===== src/rtl/tern_mult_feeder.sv =====
// tern_mult_feeder: byte-stream front end that loads ternary weights, feeds activation pairs and drains results
// Ports: clk/rst (sync, active-high); i_in_data/i_in_valid/i_in_is_w/o_in_ready byte input stream;
//        o_mult_row/o_mult_vec/o_mult_w drive the multiplier, i_mult_out returns its result byte;
//        o_res_data/o_res_valid/i_res_ready result stream; o_w_err sticky illegal-weight flag.
// Option: define TERN_WCHK_EN to scrub weight code 2'b11 to 2'b00 and flag it on o_w_err.
module tern_mult_feeder #(
    parameter int InLen    = 14,
    parameter int OutLen   = 7,
    parameter int BitWidth = 8
) (
    input  logic                  clk,
    input  logic                  rst,
    input  logic [BitWidth-1:0]   i_in_data,
    input  logic                  i_in_valid,
    input  logic                  i_in_is_w,
    output logic                  o_in_ready,
    output logic [2:0]            o_mult_row,
    output logic [2*BitWidth-1:0] o_mult_vec,
    output logic [2*InLen-1:0]    o_mult_w,
    input  logic [BitWidth-1:0]   i_mult_out,
    output logic [BitWidth-1:0]   o_res_data,
    output logic                  o_res_valid,
    input  logic                  i_res_ready,
    output logic                  o_w_err
);
    localparam int WW = 2*InLen;
    localparam logic [2:0] LAST_K = 3'(OutLen-1);
    typedef enum logic [2:0] {IDLE, W_LOAD, VEC_LO, VEC_HI, LATCH, DRAIN_SET, DRAIN_OUT} state_t;
    state_t                r_state;
    logic                  r_in_ready;
    logic [2:0]            r_row;
    logic [2*BitWidth-1:0] r_vec;
    logic [WW-1:0]         r_w;
    logic [BitWidth-1:0]   r_res;
    logic                  r_res_valid;
    logic [BitWidth-1:0]   r_lo;
    logic [2:0]            r_step;
    logic [2:0]            r_k;
    logic [1:0]            r_widx;
    logic                  r_cnt;
    logic                  w_acc;
    logic [BitWidth-1:0]   w_byte;
    logic [WW-1:0]         w_sh;
    logic [WW-1:0]         w_mask;
    logic [WW-1:0]         w_wnext;
    assign w_acc = i_in_valid & r_in_ready;
`ifdef TERN_WCHK_EN
    logic [3:0] w_hit;
    logic [3:0] w_keep;
    logic       w_is_wbyte;
    logic       r_err;
    always_comb begin
        w_byte = i_in_data;
        w_hit  = '0;
        for (int n = 0; n < 4; n++) begin
            if (i_in_data[2*n+:2] == 2'b11) begin
                w_byte[2*n+:2] = 2'b00;
                w_hit[n]       = 1'b1;
            end
        end
    end
    // Byte 3 only carries two weights; its upper nibble is dropped and cannot be illegal.
    assign w_keep     = (r_widx == 2'd3) ? 4'b0011 : 4'b1111;
    assign w_is_wbyte = w_acc & (((r_state == IDLE) & i_in_is_w) | (r_state == W_LOAD));
    always_ff @(posedge clk) begin
        if (rst)
            r_err <= 1'b0;
        else if (w_is_wbyte && |(w_hit & w_keep))
            r_err <= 1'b1;
    end
    assign o_w_err = r_err;
`else
    assign w_byte  = i_in_data;
    assign o_w_err = 1'b0;
`endif
    // Byte k lands at bit 8k; shifting in a WW-bit frame truncates byte 3 to its low nibble.
    assign w_sh    = WW'(w_byte) << {r_widx, 3'b000};
    assign w_mask  = {{(WW-8){1'b0}}, 8'hFF} << {r_widx, 3'b000};
    assign w_wnext = (r_w & ~w_mask) | w_sh;
    always_ff @(posedge clk) begin
        if (rst) begin
            r_state     <= IDLE;
            r_in_ready  <= 1'b1;
            r_row       <= '0;
            r_vec       <= '0;
            r_w         <= '0;
            r_res       <= '0;
            r_res_valid <= 1'b0;
            r_lo        <= '0;
            r_step      <= '0;
            r_k         <= '0;
            r_widx      <= '0;
            r_cnt       <= 1'b0;
        end else begin
            case (r_state)
                IDLE: if (w_acc) begin
                    if (i_in_is_w) begin
                        r_w     <= w_wnext;
                        r_widx  <= 2'd1;
                        r_state <= W_LOAD;
                    end else begin
                        r_lo    <= i_in_data;
                        r_step  <= '0;
                        r_state <= VEC_HI;
                    end
                end
                W_LOAD: if (w_acc) begin
                    r_w    <= w_wnext;
                    r_widx <= r_widx + 2'd1;
                    if (r_widx == 2'd3) r_state <= IDLE;
                end
                VEC_LO: if (w_acc) begin
                    r_lo    <= i_in_data;
                    r_state <= VEC_HI;
                end
                VEC_HI: if (w_acc) begin
                    r_vec  <= {i_in_data, r_lo};
                    r_row  <= r_step;
                    r_step <= r_step + 3'd1;
                    if (r_step == 3'd7) begin
                        r_state    <= LATCH;
                        r_in_ready <= 1'b0;
                        r_cnt      <= 1'b0;
                    end else begin
                        r_state <= VEC_LO;
                    end
                end
                LATCH: begin
                    r_row <= '0;
                    r_vec <= '0;
                    r_cnt <= 1'b1;
                    if (r_cnt) begin
                        r_k     <= '0;
                        r_state <= DRAIN_SET;
                    end
                end
                DRAIN_SET: begin
                    r_res       <= i_mult_out;
                    r_res_valid <= 1'b1;
                    r_state     <= DRAIN_OUT;
                end
                DRAIN_OUT: if (i_res_ready) begin
                    r_res_valid <= 1'b0;
                    if (r_k == LAST_K) begin
                        r_state    <= IDLE;
                        r_in_ready <= 1'b1;
                    end else begin
                        r_k     <= r_k + 3'd1;
                        r_row   <= r_k + 3'd1;
                        r_state <= DRAIN_SET;
                    end
                end
                default: r_state <= IDLE;
            endcase
        end
    end
    assign o_in_ready  = r_in_ready;
    assign o_mult_row  = r_row;
    assign o_mult_vec  = r_vec;
    assign o_mult_w    = r_w;
    assign o_res_data  = r_res;
    assign o_res_valid = r_res_valid;
endmodule


===== config.mk =====
export PLATFORM = sky130hd
export DESIGN_NAME = tern_mult_feeder
export DESIGN_NICKNAME = d
export VERILOG_FILES = /design/src/rtl/tern_mult_feeder.sv
export SDC_FILE = /design/constraint.sdc
export NUM_CORES = 1
export LEC_CHECK = 0
export CORE_ASPECT_RATIO = 0.8
export CORE_MARGIN = 8
export CORE_UTILIZATION = 49
export CTS_CLUSTER_SIZE = 8
export DETAILED_ROUTE_END_ITERATION = 8
export GPL_ROUTABILITY_DRIVEN = 1
export PLACE_DENSITY_LB_ADDON = 0.15
export SETUP_SLACK_MARGIN = 0.2
export SLEW_MARGIN = 20
export SYNTH_ARGS = -nofsm -noshare
export SYNTH_HDL_FRONTEND = slang
export SYNTH_SLANG_ARGS = --single-unit

===== constraint.sdc =====
create_clock -name clk -period 2.3 [get_ports clk]
set_input_delay 0.46 -clock clk [delete_from_list [all_inputs] [get_ports clk]]
set_output_delay 0.46 -clock clk [all_outputs]
set_load 0.03 [all_outputs]

Word level (Yosys, flattened, before mapping)
Cells that the tools add are included.
- flip-flop bits (word level): 77
- bits of input ports: 21
- output and inout port bits: 58
- word-level logic and storage cells: 104
- add/sub/neg operators: 3
- eq/ne operators: 21
- shift-type cells: 2
- muxes and demuxes: 43
- bitwise gates (word level): 4
- reduce and logical (&&, ||, !) cells: 19
- operators with widths (cell ; number):
    2-to-1 mux 28 bit ; 3
    one-hot mux 28 bit (2 select lines) ; 1
    2-to-1 mux 3 bit ; 16
    one-hot mux 16 bit (2 select lines) ; 1
    AND 28 bit ; 1
    NOT 28 bit ; 1
    OR 28 bit ; 1
    left shift 8 x 5 -> 28 bit ; 1
    left shift 8 x 5 -> 28 bit (first input constant) ; 1
    2-to-1 mux 8 bit ; 3
    inequality test 2 bit (second input constant) ; 12
    one-hot mux 3 bit (7 select lines) ; 1
    AND reduction 4 bit ; 5
    2-to-1 mux 16 bit ; 1
    one-hot mux 8 bit (2 select lines) ; 1
    == test 3 bit (second input constant) ; 5
    nonzero test 2 bit ; 7
    one-hot mux 3 bit (2 select lines) ; 2
    one-hot mux 3 bit (3 select lines) ; 1
    2-to-1 mux 2 bit ; 4
    AND reduction 7 bit ; 1
    adder 3 x 1 -> 3 bit (second input constant) ; 2
    == test 3 x 2 -> 1 bit (second input constant) ; 2
    one-hot mux 1 bit (2 select lines) ; 3
    other kinds (11) ; 16

Longest topological paths before layout
- depth after elaboration: 7
- depth in mapped cells: 8
- mapped depth without buffers: 6

Worst setup path before layout
OpenSTA, ideal clock, no wires.
- path kind: register to register
- start: register r_widx[0]
- end: register r_state[0]
- setup time: 0.118 ns
- arrival time: 1.525 ns
- data required time: 2.182 ns
- slack: 0.657 ns
- stages on the path, launching flop included: 6
- buffers on the path: 0
- period minus slack after synthesis: 1.643 ns
- path through: dfxtp_1 > ha_1 > or3b_1 > a31oi_1 > nor2_1 > o2111a_1
- cells in the longest elaborated chain, start to end: 3
- ends and longest elaborated chain (what ; RTL line ; source):
    from (decl) ; 39 ; logic [1:0] r_widx;
    from (signal assigned) ; 109 ; r_widx <= r_widx + 2'd1;
    == test 2 bit ; 110 ; if (r_widx == 2'd3) r_state <= IDLE;
    inequality test 2 bit (no line) ; -- ;
    AND reduction 7 bit (no line) ; -- ;
    to (signal assigned) ; 110 ;
    to (signal assigned) ; 114 ; r_state <= VEC_HI;
    to (signal assigned) ; 121 ; r_state <= LATCH;
    to (decl) ; 29 ; state_t r_state;
No other way between the ends.
A chain may end at the register's enable or synchronous reset.

Worst setup path after layout
- start: register r_in_ready, in the netlist o_in_ready
- end: output port o_in_ready
- RTL lines (what ; RTL line ; source):
    from (decl) ; 30 ; logic r_in_ready;
    from (signal assigned) ; 83 ; r_in_ready <= 1'b1;
    from (signal assigned) ; 122 ; r_in_ready <= 1'b0;
    from (signal assigned) ; 146 ; r_in_ready <= 1'b1;
    to (decl) ; 16 ; output logic o_in_ready,
No word-level cell between the ends.

==> results.py <==
metrics = {
    "placed_design": {
        "io_buffers": 77,
        "dp_cells": 483,
        "place_ws_ns": 0.1292,
        "place_congestion": 0.7984,
        "dp_hpwl_um": 5467,
    },
    "global_route": {
        "grt_start_max_net_pins": 47,
        "use_met3_pct": 6.953,
        "track_usage_pct": 16.68,
        "use_met1_pct": 21.53,
        "use_met2_pct": 25.16,
        "antenna_found_initial": 0,
        "grt-busiest-layer": "met2",
        "grt_pass1_wl_um": 12410,
        "grt_pass1_vias": 2530,
        "gr-total-overflow": 0,
    },
    "clock_network": {
        "ctsHoldBuffers": 0,
        "cts_tree": "done",
        "clk_latency_ns": 0.35,
        "clk_path_buf_depth": 2,
        "root_buffer": "clkbuf_8",
        "path_clk_slew_ns": 0.08,
        "postCtsSetupRepairBufs": 0,
        "post_cts_resized": 0,
        "cts_made_buffers": 9,
        "htreeDepth": 3,
        "cts.sinks": 77,
    },
    "hold_path": {
        "min_path_type": "register to register",
    },
    "pwr": {
        "p_leak_nw": 1.470,
        "max-vdd-ir-drop_v": 0.0004322,
        "p_per_area_mw_per_mm2": 654.7,
        "finalPower_mw": 2.736,
    },
    "floorplanning": {
        "fp.dieW_um": 105.3,
        "pin_count": 79,
        "die_h_um": 87.42,
        "core-area_mm2": 0.006279,
        "rows": 26,
        "initial_core_util_pct": 49.76,
        "dieArea_mm2": 0.009203,
    },
    "timing": {
        "finalCritPeriodShare_pct": 88.19,
        "finalHoldViolations": 0,
        "fin_crit_ns": 2.028,
        "worst_pin_slew_ns": 0.5742,
        "maxSlewHeadroom_pct": 61.72,
        "finClkSkew_ns": 0.008373,
        "fin_setup_tns_ns": 0,
        "max_clock_freq_mhz": 493.0,
        "finalSetupViolCount": 0,
        "rsz0062_at_grt": "no",
        "maxSlewViolCount": 0,
        "timing.final.ws_setup_ns": 0.2716,
    },
    "critical_path": {
        "required_ns": 1.84,
        "crit_path_max_fanout": 6,
        "worstPathArrival_ns": 1.57,
        "crit_slowest_cell": "clkdlybuf4s50_1",
        "criticalPathCategory": "register to output port",
        "worstPathCellList": "clkdlybuf4s50_1",
        "endpoint_kind": "output port",
        "slowest_delay_ns": 0.74,
        "critPathBufInv": 1,
        "worstSetupStartpointType": "register",
        "cp_top_family": "buffers and inverters",
    },
    "detailed_routing": {
        "first_iter_violations": 158,
        "routedWlPerCell_um": 14.98,
        "drc_errors": 0,
        "routed_wl_um": 7473,
        "viasPerCell": 5.238,
        "drt_first_pass_iters": 4,
        "ant_nets": 0,
        "vias": 2614,
    },
    "cells_and_area": {
        "final_core_util_pct": 66.56,
        "area_growth_pct": 33.76,
        "layout_common_cells": "77 x clkdlybuf4s50_1, 77 x dfxtp_1, 47 x nand2_1, 36 x a21oi_1, 24 x a22o_1",
        "n_antenna_cell": 0,
        "layoutNonFillerInstCount": 499,
        "drive_above_1_share_pct": 7.952,
        "nets": 439,
    },
    "synthesis": {
        "synth_cells": 333,
        "synth_cell_type_count": 53,
        "synth_top_flop_cell": "dfxtp_1",
        "ys.warnings.count": 0,
        "synth_nets": 362,
        "synth-edff-count": 0,
        "ys_ff_latch": 77,
        "syn_avg_cell_area_um2": 9.382,
        "seq_area_frac_synth_pct": 49.34,
        "postSynth.asyncResetShare_pct": 0,
        "syn-cell-area_mm2": 0.003124,
    },
    "run": {
        "drv_cap": 0,
    },
    "status": {
        "status": "finished clean",
    },
}
==> worst paths after layout <==
kind / slack, ns / startpoint / cells past startpoint / endpoint
max: 0.27 / o_in_ready$_SDFFE_PP1P_ / 1 / o_in_ready
min: 0.45 / r_lo[6]$_SDFFE_PP0P_ / 2 / o_mult_vec[6]$_SDFFE_PP0P_
max reg2reg: 0.46 / r_widx[0]$_SDFFE_PP0P_ / 5 / r_state[1]$_SDFFE_PP0P_
min reg2reg: 0.45 / r_lo[6]$_SDFFE_PP0P_ / 2 / o_mult_vec[6]$_SDFFE_PP0P_
==> Yosys cell counts, types with 4 or more instances <==
cell type / count / share of area [%]
a22o_1: 24 / 6.7
clkbuf_1: 8 / 0.96
a31oi_1: 4 / 0.80
o32ai_1: 4 / 1.1
dfxtp_1: 77 / 49
mux2i_1: 9 / 2.9
ha_1: 8 / 3.2
nand2_1: 47 / 5.6
inv_1: 15 / 1.8
nand3_1: 10 / 1.6
a21oi_1: 36 / 5.8
o21ai_0: 6 / 0.96
nor2b_1: 11 / 2.2
nor2_1: 20 / 2.4
==> area by class of cell <==
class / instances / area [µm²]
inverters: 16 / 60.06
repair buffers: 84 / 835.8
clock buffers: 10 / 137.6
fillers: 501 / 2100
well taps: 84 / 105.1
flip-flops and latches: 77 / 1541
clock inverters: 6 / 68.82
multi-input cells: 222 / 1430
==> flip-flops by register name, summed over array words and instances (netlist names) <==
signal and count:
o_in_ready 1, o_mult_row 3, o_mult_vec 16, o_mult_w 28, o_res_data 8, o_res_valid 1
r_cnt 1, r_k 3, r_lo 8, r_state 3, r_step 3, r_widx 2
==> metal layers <==
| metal | vias up | wire (µm) |
|---|---|---|
| met1 | 1220 | 3636 |
| li1 | 1335 | - |
| met2 | 53 | 3333 |
| met4 | 0 | 57 |
| met5 | - | 0 |
| met3 | 6 | 445 |
==> logic make-up (layout without fill, tap and decap cells) <==
family	count (synthesis)	in the layout	share of synthesized area [%]
buffers and inverters	34	116	4.885
other	1	1	0.1200
xor gates and xnor gates	1	1	0.2804
and+or+nand+nor	108	108	17.82
adders and majority gates	8	8	3.204
AOI/OAI and AO/OA	95	95	21.47
DFF	77	77	49.34
muxes	9	9	2.884
==> per-stage QoR <==
step,cell area (µm²),hold slack (ns)
3_3_place_gp,3973,0.4412
6_report,4179,0.4500
5_1_grt,4179,0.4668
4_1_cts,4179,0.4508
3_5_place_dp,3973,0.4442
2_1_floorplan,3124,0.4312
==> where the power goes <==
| group | switching, mW | internal, mW | total (mW) |
|---|---|---|---|
| combinational | 0.163 | 0.127 | 0.290 |
| clock | 0.507 | 0.538 | 1.05 |
| sequential | 0.0353 | 1.37 | 1.40 |
Note: power is estimated with default switching activity, not from simulation.
==> RTL edit 1, RTL diff (same settings) <==
`InLen`: 14 -> 13.
--- a/src/rtl/tern_mult_feeder.sv
+++ b/src/rtl/tern_mult_feeder.sv
@@ -5,5 +5,5 @@
 // Option: define TERN_WCHK_EN to scrub weight code 2'b11 to 2'b00 and flag it on o_w_err.
 module tern_mult_feeder #(
-    parameter int InLen    = 14,
+    parameter int InLen    = 13,
     parameter int OutLen   = 7,
     parameter int BitWidth = 8
Interface: changed (resized o_mult_w); port bits go from 79 to 77. The function was not compared with the original's and may differ.
==> RTL edit 1 against the unedited design <==
Synthesized cell count fell by 5.7%. Largest power group unchanged. Setup slack better by 100 ps. Final area fell by 2.1%. Sequential cell count is 2 lower. Power fell by 1.3%. Area after synthesis fell by 3.4%. Routed wire length increased by 4.0%.
==> RTL edit 1: results (changes against the unedited design) <==
- The leakage power summed over all cells is 1.53 nW (+4.3%).
- The delay of the slowest cell on the worst path is 710 ps (-30 ps).
- The number of violations reported at the end of detailed-routing iteration 0 is 180 (+14%).
- The detailed route wirelength on metal2 is 3550 um (+6.6%).
- The transition at the pin with the smallest max-transition slack is 670 ps (+96.1 ps).
- The met3 demand-to-capacity share in global routing is 7.93% (+0.98 points).
- Ranked by total cell area, the synthesized netlist is headed by sky130_fd_sc_hd__dfxtp_1 50%, sky130_fd_sc_hd__a22o_1 7.0%, sky130_fd_sc_hd__mux2i_1 5.6%, sky130_fd_sc_hd__a21oi_1 5.0%, sky130_fd_sc_hd__nand2_1 4.6%.
- The per-instance average area after synthesis is 9.61 um^2 (+2.4%).
- The detail-routed net length per standard cell was 16.1 um (+7.7%).
- The sequential share of the synthesized area was 49.8% (+0.43 points).
- The worst clock skew is 8.57 ps (+0.198 ps).
- The number of unique standard cell types used by synthesis is 42 (-21%).
- The share of post-route cells with drive strength above 1 came to 9.73% (+1.8 points).
- The maximum number of pins on one net before global-route repair is 27 (-43%).
- The routed length on met1 is 3450 um (-5.1%).
- The first-pass GRT wire length was 12,500 um (+0.94%).
- The top layer reached by signal wires is met4.
- The net count of the mapped netlist is 343 (-5.2%).
- The maximum ir drop on the vdd rail is 0.413 mV (-4.5%).
- The met3 wire length came to 672 um (+51%).
- The number of flip-flops in the largest register is 26 (-7.1%).
- The critical path arrival came to 1470 ps (-100 ps).
- The count of nets after finishing is 425 (-3.2%).
- The detailed-placement wirelength estimate is 5650 um (+3.4%).
- The via count is 2,616 (+0.077%).
- The post-placement cell count was 466 (-3.5%).
- The post-CTS repair timing setup buffer count is 0 (unchanged).
- The number of CTS-inserted buffers is 9 (unchanged).
- The number of global-route vias before repair is 2,533 (+0.12%).
- The final estimated routing congestion in global placement was 0.812 (+1.7%).
- The met2 track demand over resource came to 26.6% (+1.4 points).
- The flow ran to the end, and the final reports show no timing, DRC or antenna violations.
- The number of buffers on the longest clock path is 2 (unchanged).
- The post-place setup slack is 72.8 ps (-56.3 ps).
- Ranked by instance count, the synthesized netlist is headed by 75 x sky130_fd_sc_hd__dfxtp_1, 37 x sky130_fd_sc_hd__nand2_1, 30 x sky130_fd_sc_hd__a21oi_1.
- The highest-delay cell along the critical path is sky130_fd_sc_hd__clkdlybuf4s50_1.
- The global routing usage on met1 is 20.9% (-0.66 points).
- The final routed wirelength across all metal layers came to 7770 um (+4.0%).
- The count of buffers inserted at the top-level ports is 75 (-2.6%).
- The maximum fanout along the worst path is 4 (-2).
- The combined global-route utilization of all metal layers is 17.2% (+0.51 points).
RTL edit 1: cell types whose count changed in the layout (fill, tap and decap cells not counted), sizes merged, moves of 3 or more:
cell / change
o32ai: -4
mux2i: +8
nand2: -10
inv: -12
a21oi: -6
clkdlybuf4s50: -3
buf: +7
nand3: -7
a221oi: +3
nor3: +7
nor2: +9
RTL edit 1: path summary, 6_finish.rpt:
kind / endpoint / from / slack, ps
worst min-delay path: o_res_valid / o_res_valid / 450
worst max register to register: o_mult_vec[4] / r_state[0] / 480
worst min register to register: o_res_valid / o_res_valid / 450
worst max-delay path: o_in_ready / o_in_ready / 370
RTL edit 1: through the flow:
step                      hold slack [ps]  total power [mW]  cell area [um^2]
after global routing                  479              2.81              4090
after detailed placement              450              1.71              3890
final                                 454              2.70              4090
after CTS                             460              2.72              4090
after global placement                440              1.70              3890
after floorplan                       431              1.58              3020
RTL edit 1: layout make-up:
class	count	area (um^2)
Fill cell	471	1850
Timing Repair Buffer	88	856
Sequential cell	75	1500
Inverter	6	22.5
Clock buffer	12	155
Clock inverter	4	48.8
Tap cell	81	101
Multi-Input combinational cell	216	1410
RTL edit 1: where the power goes:
part | total, mW | switching, mW | internal, mW
Sequential | 1.37 | 0.0384 | 1.33
Clock | 1.02 | 0.464 | 0.559
Combinational | 0.306 | 0.169 | 0.137
Total | 2.70 | 0.672 | 2.03
RTL edit 1: kinds of logic (layout without fill, tap and decap cells):
logic type                 count (synthesis)  after routing  share of synthesized area [%]
and+or+nand+nor                          109            109                           18.6
xor gates and xnor gates                   1              1                          0.290
muxes                                     17             17                           5.64
other                                      1              1                          0.124
buffers and inverters                     23            110                           3.61
adders and majority gates                  8              8                           3.32
AOI/OAI and AO/OA                         80             80                           18.6
DFF                                       75             75                           49.8
==> RTL edit 2, RTL diff (same flow settings) <==
Made on the original files. The 7 states of `state_t` get a Gray code encoding in 3 bits.
--- a/src/rtl/tern_mult_feeder.sv
+++ b/src/rtl/tern_mult_feeder.sv
@@ -26,5 +26,5 @@
     localparam int WW = 2*InLen;
     localparam logic [2:0] LAST_K = 3'(OutLen-1);
-    typedef enum logic [2:0] {IDLE, W_LOAD, VEC_LO, VEC_HI, LATCH, DRAIN_SET, DRAIN_OUT} state_t;
+    typedef enum logic [2:0] {IDLE = 3'b000, W_LOAD = 3'b001, VEC_LO = 3'b011, VEC_HI = 3'b010, LATCH = 3'b110, DRAIN_SET = 3'b111, DRAIN_OUT = 3'b101} state_t;
     state_t                r_state;
     logic                  r_in_ready;
Behaviour: no difference found for any inputs over 4 cycles, from zero or initial values and one cycle with rst high; so few cycles prove little.
==> RTL edit 2 against the unedited design <==
Power rose by 5.4%. Fmax increased by 6.8%. Routed wire length increased by 7.7%. Final area up 1.1%. Via count up 3.9%. Area after synthesis grew 1.3%. Hold slack gained 13 ps. Sequential cell count is the same. Setup slack gained 130 ps. Largest cell class unchanged. Largest power group unchanged. Highest routed layer unchanged.
==> RTL edit 2: results (changes against the unedited design) <==
- The number of stages on the worst hold path came to 2 (unchanged).
- The power in sequential cells is about 1.4 mW.
- The global routing usage on met1 came to 22.9% (+1.4 points).
- The count of buffers inserted at the top-level ports was 77 (unchanged).
- The sequential share of the synthesized area was 48.7% (-0.64 points).
- The final estimated routing congestion in global placement is 0.798 (about the same).
- The run finished with clean final reports.
- The critical path ends at o_in_ready.
- The met3 demand-to-capacity share in global routing is 5.74% (-1.2 points).
- The delay of the slowest cell on the worst path came to 700 ps (-40 ps).
- The maximum ir drop on the vdd rail is 0.406 mV (-6.0%).
- In this run the worst hold path is classified as register to register.
- The maximum number of pins on one net before global-route repair is 37 (-21%).
- The net count of the mapped netlist was 364 (+0.55%).
- The per-instance average area after synthesis is 9.45 um^2 (+0.72%).
- The first-pass GRT wire length was 13,300 um (+7.5%).
- In this run the critical register-to-register path is launched from r_state[0].
- The end point of the worst hold path is o_res_data[1].
- The number of antenna violations at the first check in global routing is 0 (unchanged).
- The count of nets after finishing is 441 (+0.46%).
- The commonest cells after synthesis are 77 x sky130_fd_sc_hd__dfxtp_1, 44 x sky130_fd_sc_hd__nor2_1, 23 x sky130_fd_sc_hd__a21oi_1, 23 x sky130_fd_sc_hd__nand2_1, 18 x sky130_fd_sc_hd__a22oi_1.
- The combinational power share is 13.0% (+2.4 points).
- The worst clock skew is 16.0 ps (+7.58 ps).
- The share of post-route cells with drive strength above 1 is 8.63% (+0.68 points).
- The reg-to-reg setup timing slack was 460 ps (about the same).
- By area the synthesized netlist is led by sky130_fd_sc_hd__dfxtp_1 49%, sky130_fd_sc_hd__nor2_1 5.2%, sky130_fd_sc_hd__a22o_1 4.4%, sky130_fd_sc_hd__a22oi_1 4.3%, sky130_fd_sc_hd__a21oi_1 3.6%.
- The via count is 2,715 (+3.9%).
- The critical path arrival is 1440 ps (-130 ps).
- The switching part of the total power was 28.4% (+2.6 points).
- The combined global-route utilization of all metal layers is 17.9% (+1.3 points).
- The post-placement cell count was 485 (+0.41%).
- The detailed-placement wirelength estimate was 5800 um (+6.1%).
- The detailed route wirelength on metal2 is 3690 um (+11%).
- The total of fill cells in the finished design came to 518 (+3.4%).
- The number of violations reported at the end of detailed-routing iteration 0 came to 184 (+16%).
- The maximum fanout along the worst path is 5 (-1).
- The tightest slew margin relative to the limit is 55.9% (-5.8 points).
- The dominant power group in this design is sequential cells.
- The endpoint identified for the worst register-to-register timing path is r_state[0].
- The final cell count without fillers is 501 (+0.40%).
- The detail-routed net length per standard cell is 16.1 um (+7.3%).
- The routed length on met1 is 3780 um (+4.0%).
- The clock-pin slew on the worst setup and hold paths is 80 ps (about the same).
- The number of unique standard cell types used by synthesis is 48 (-9.4%).
- The startpoint of the most critical hold path is o_res_data[1].
- The number of buffers on the longest clock path came to 2 (unchanged).
- The met3 wire length is 531 um (+19%).
- The met2 track demand over resource was 27.5% (+2.3 points).
- The leakage power summed over all cells is 1.48 nW (+1.0%).
- Tracing the worst setup path back leads to its startpoint at o_in_ready.
## RTL edit 2: changes by cell type after synthesis, moves of 3 or more
cell / delta
sky130_fd_sc_hd__o22ai_1: +3
sky130_fd_sc_hd__a21oi_1: -13
sky130_fd_sc_hd__nor2_1: +24
sky130_fd_sc_hd__o2bb2ai_1: +9
sky130_fd_sc_hd__nand2_1: -24
sky130_fd_sc_hd__a22o_1: -8
sky130_fd_sc_hd__nand2b_1: +9
sky130_fd_sc_hd__a22oi_1: +16
sky130_fd_sc_hd__nand3_1: -6
## RTL edit 2: metrics by stage
| step | cell area, um^2 | hold slack, ps | setup slack (ps) | util, % | power [mW] |
|---|---|---|---|---|---|
| floorplan | 3170 | 461 | 604 | - | 1.68 |
| global placement | 4010 | 441 | 128 | 63.5 | 1.81 |
| detailed placement | 4010 | 450 | 98.3 | 63.5 | 1.82 |
| CTS | 4220 | 462 | 316 | 66.9 | 2.90 |
| global route | 4230 | 483 | 327 | 67.0 | 3.01 |
| finish | 4230 | 463 | 401 | 67.0 | 2.88 |
## RTL edit 2: cell families (layout without fill, tap and decap cells)
family | after synthesis | after routing | share of synthesized area, %
buf+inv | 31 | 113 | 4.47
simple gates | 109 | 109 | 17.9
fa+ha+maj | 8 | 8 | 3.16
compound gates | 100 | 100 | 22.9
flops | 77 | 77 | 48.7
xor+xnor | 1 | 1 | 0.277
mux | 8 | 8 | 2.53
other cells | 1 | 1 | 0.118
## RTL edit 2: layout make-up
class | count | share of cell area, %
Inverter | 13 | 1.15
Clock buffer | 9 | 2.93
Clock inverter | 7 | 2.07
Timing Repair Buffer | 84 | 19.7
Sequential cell | 77 | 36.5
Multi-Input combinational cell | 227 | 35.1
Tap cell | 84 | 2.49
## RTL edit 2: repair_timing
action,CTS,global route
gates resized for setup,0,3
hold buffers,0,0
setup endpoints to repair,0,19
